### src/rtl/leg_divider_pkg.sv
// Shared constants and helpers for the goose-leg animation clock divider.
package leg_divider_pkg;

    // Half-period defaults for a 5 Hz leg strobe on each board clock
    localparam int LEG_HALF_100M = 10_000_000;
    localparam int LEG_HALF_25M  = 2_500_000;

    function automatic int leg_cnt_w(input int n);
        return (n <= 1) ? 1 : $clog2(n);
    endfunction

endpackage

### src/rtl/leg_div_counter.sv
// Modulo-MOD up-counter with enable and synchronous clear; flags the terminal value.
module leg_div_counter #(
    parameter int MOD = 4,
    parameter int W   = 2
) (
    input  logic         i_clk,
    input  logic         i_clr,
    input  logic         i_en,
    output logic [W-1:0] o_cnt,
    output logic         o_tc
);

    logic [W-1:0] r_cnt;
    logic         w_tc;

    assign w_tc  = (r_cnt == W'(MOD - 1));
    assign o_cnt = r_cnt;
    assign o_tc  = w_tc;

    always_ff @(posedge i_clk) begin
        if (i_clr)
            r_cnt <= '0;
        else if (i_en)
            r_cnt <= w_tc ? '0 : r_cnt + W'(1);
    end

endmodule

### src/rtl/leg_divider.sv
// Programmable divider producing the leg-animation square wave plus a rise tick
// usable as a fast-clock enable.
module leg_divider
    import leg_divider_pkg::*;
#(
    parameter int HALF_PERIOD = LEG_HALF_100M
) (
    input  logic clk_leg,
    input  logic reset,
    input  logic en,
    output logic clk_out,
    output logic tick
);

    localparam int CNT_W = leg_cnt_w(HALF_PERIOD);

    if (HALF_PERIOD < 1) begin : g_bad_half_period
        $error("leg_divider: HALF_PERIOD must be >= 1");
    end

    logic [CNT_W-1:0] w_cnt;
    logic             w_tc;
    logic             r_clk_out;
    logic             r_tick;

    leg_div_counter #(
        .MOD (HALF_PERIOD),
        .W   (CNT_W)
    ) u_cnt (
        .i_clk (clk_leg),
        .i_clr (reset),
        .i_en  (en),
        .o_cnt (w_cnt),
        .o_tc  (w_tc)
    );

    // Toggle only on an enabled terminal cycle; tick marks the 0->1 edge
    always_ff @(posedge clk_leg) begin
        if (reset) begin
            r_clk_out <= 1'b0;
            r_tick    <= 1'b0;
        end else if (en && w_tc) begin
            r_clk_out <= ~r_clk_out;
            r_tick    <= ~r_clk_out;
        end else begin
            r_tick    <= 1'b0;
        end
    end

    assign clk_out = r_clk_out;
    assign tick    = r_tick;

endmodule

### config.mk
export PLATFORM = sky130hd
export DESIGN_NAME = leg_divider
export DESIGN_NICKNAME = d
export VERILOG_FILES = /design/src/rtl/leg_divider_pkg.sv /design/src/rtl/leg_div_counter.sv /design/src/rtl/leg_divider.sv
export SDC_FILE = /design/constraint.sdc
export NUM_CORES = 1
export LEC_CHECK = 0
export ABC_AREA = 1
export ABC_CLOCK_PERIOD_IN_PS = 2000
export CORE_ASPECT_RATIO = 1.5
export CORE_MARGIN = 2
export CORE_UTILIZATION = 60
export CTS_CLUSTER_DIAMETER = 80
export DETAILED_ROUTE_END_ITERATION = 6
export PLACE_DENSITY = 0.83
export SLEW_MARGIN = 5
export SYNTH_ARGS = -nofsm -noshare
export SYNTH_HDL_FRONTEND = slang
export SYNTH_SLANG_ARGS = --single-unit
### constraint.sdc
create_clock -name clk_leg -period 2 [get_ports clk_leg]
set_input_delay 0.5 -clock clk_leg [delete_from_list [all_inputs] [get_ports clk_leg]]
set_output_delay 0.5 -clock clk_leg [all_outputs]
set_load 0.03 [all_outputs]
==> run summary <==
Max Cap Viol = 0
# diodes = 0
Clk root buf = clkbuf_4
Slowest CP cell = clkdlybuf4s50_1
Final antenna-violating net count = 0
Placeable Area = 2450 sq um
Critical path capture point type = output port
Fmax = 0.5307 GHz
CP required = 1500 ps
Post-Syn Instances = 225
Clock transition at the registers of the reported paths = 130 ps
Cell Chain, Critical Path = clkdlybuf4s50_1
Met3 wire length = 42 microns
Power per cell area = 484.2 nW/um^2
Yosys warns = 0
Placed insts = 256
Metal2 WL = 1696 microns
Worst hold stages = 2
Worst hold path type = flip-flop to flip-flop
CTS tree = built
Post_cts resized = 0
Core Rows = 22
First-pass GRT wire length = 5540 microns
Fin crit share = 94.21%
Setup violators final = 0
Non-Filler Instances = 259
Synth unique cells = 22
Syn-to-layout area delta = 6.677%
Max Root-Sink Buffers = 2
Clock skew = 9.808 ps
Commonest non-fill, non-tap cells in the layout = 44 x nand2_1, 40 x nor2_1, 26 x dfxtp_1
Avg Cell Area, Syn = 6.829 sq um
Seq/Total Area, Yosys = 33.88%
Startpoint Class = flip-flop
Antenna violations before repair = 0
Critical-path maximum fanout = 3
IO Count = 5
Via count = 1361
Measured slew at the worst slew-check pin = 422.3 ps
Via density = 5.255
DRT iter0 DRCs = 23
Synthesized area = 1536 sq um
Crit Path Class = flip-flop to output port
Final RePlAce weighted congestion = 0.8549
# DRC = 0
WL/cell = 11.67 microns
Die ar. = 2990 sq um
Drt first pass iters = 4
RSZ-0062 raised after global routing = false
CTS Buf Count = 3
Net count, final = 241
Clk sink count = 26
Setup repair bufs after CTS = 0
Top delay family on crit path = buffers and inverters
Synthesis-stage register bit count = 26
WP buf/inv = 1
GRT Total Usage = 24.80%
Detailed placement HPWL = 2495 microns
Die X = 45.32 microns
Hold-fix buffers at CTS = 0
Worst r2r path cells = 8
DIE HEIGHT = 65.98 microns
CP max stage delay = 680 ps
CP arrival = 1380 ps
Clk_lat worst skew = 320 ps
Worst vdd ir = 0.4000 mV
Place WS = 69.86 ps
Commonest non-fill, non-tap cell in the layout = nand2_1
Fin worst setup slack = 115.7 ps
Final Max Slew Viols = 0
H-tree depth = 1
Largest net degree at the start of global routing = 14
Uppermost routed layer = met4
Total Wirelength = 3023 microns
Worst path depth = 1
Final Hold Viols = 0
Final setup TNS = 0 ps
Met1 wire length = 1225 microns
Syn nets = 229
Grt total ovfl = 0
Hold WS = 483.3 ps
Vias in the first global route = 1361
Slew headroom = 71.78%
Port Buffer Count = 4
Leak pwr = 0.6591 nW
Share of layout cells above drive strength 1 = 22.13%
Initial core utilization = 62.72%
Post-route minimum period = 1884 ps
Outcome = finished clean
## cells by family after synthesis
kind of cell | share of synthesized area [%]
AND/OR/NAND/NOR | 49.67
adder cells (fa/ha/maj) | 0.8142
flip-flops | 33.88
XOR/XNOR | 3.421
buffers and inverters | 8.632
AO/OA/AOI/OAI | 3.583
## state kept, by name (all words and copies together), names as in the netlist
| register | cells |
|---|---|
| clk_out | 1 |
| tick | 1 |
| u_cnt.o_cnt | 24 |
## cell type report
type	instances	area, sq um
timing repair buffer	9	77.57
tap	24	30.03
clock buffer	3	22.52
multi-input combinational	169	883.3
fill	222	810.8
inverter	28	105.1
sequential	26	520.5
## synthesized netlist by cell type (all sizes together)
cell type | count | area [sq um]
dfxtp | 26 | 520.5
buf | 2 | 27.53
o21ai | 3 | 15.01
xor2 | 3 | 26.28
inv | 28 | 105.1
nand4 | 2 | 12.51
nor2 | 59 | 312.8
nor3 | 7 | 35.03
xnor2 | 3 | 26.28
nand3 | 21 | 120.1
a21oi | 8 | 40.04
ha | 1 | 12.51
nand2 | 62 | 282.8
## worst paths after layout
check                  from              end  slack [ps]
min                 clk_out          clk_out         480
max reg2reg  u_cnt.o_cnt[1]  u_cnt.o_cnt[22]         500
min reg2reg         clk_out          clk_out         480
max                 clk_out          clk_out         120
## through the flow
| stage | cell area, sq um | total power, mW | util (%) |
|---|---|---|---|
| floorplan | 1536 | 0.5695 | - |
| global placement | 1617 | 0.5802 | 65.99 |
| CTS | 1639 | 0.8017 | 66.91 |
| detailed placement | 1617 | 0.5821 | 65.99 |
| global route | 1639 | 0.8204 | 66.91 |
| finish | 1639 | 0.7936 | 66.91 |
## where the power goes
part / switching [mW] / internal, mW
logic: 0.0264 / 0.0176
registers: 0.00416 / 0.522
clock network: 0.153 / 0.0707
total: 0.183 / 0.610
## routing by layer
layer	vias up	GRT usage [%]
met5	-	0
met4	0	9.559
met3	7	1.639
met2	15	46.43
met1	619	27.55
li1	720	-
Note: power is estimated with default switching activity, not from simulation.
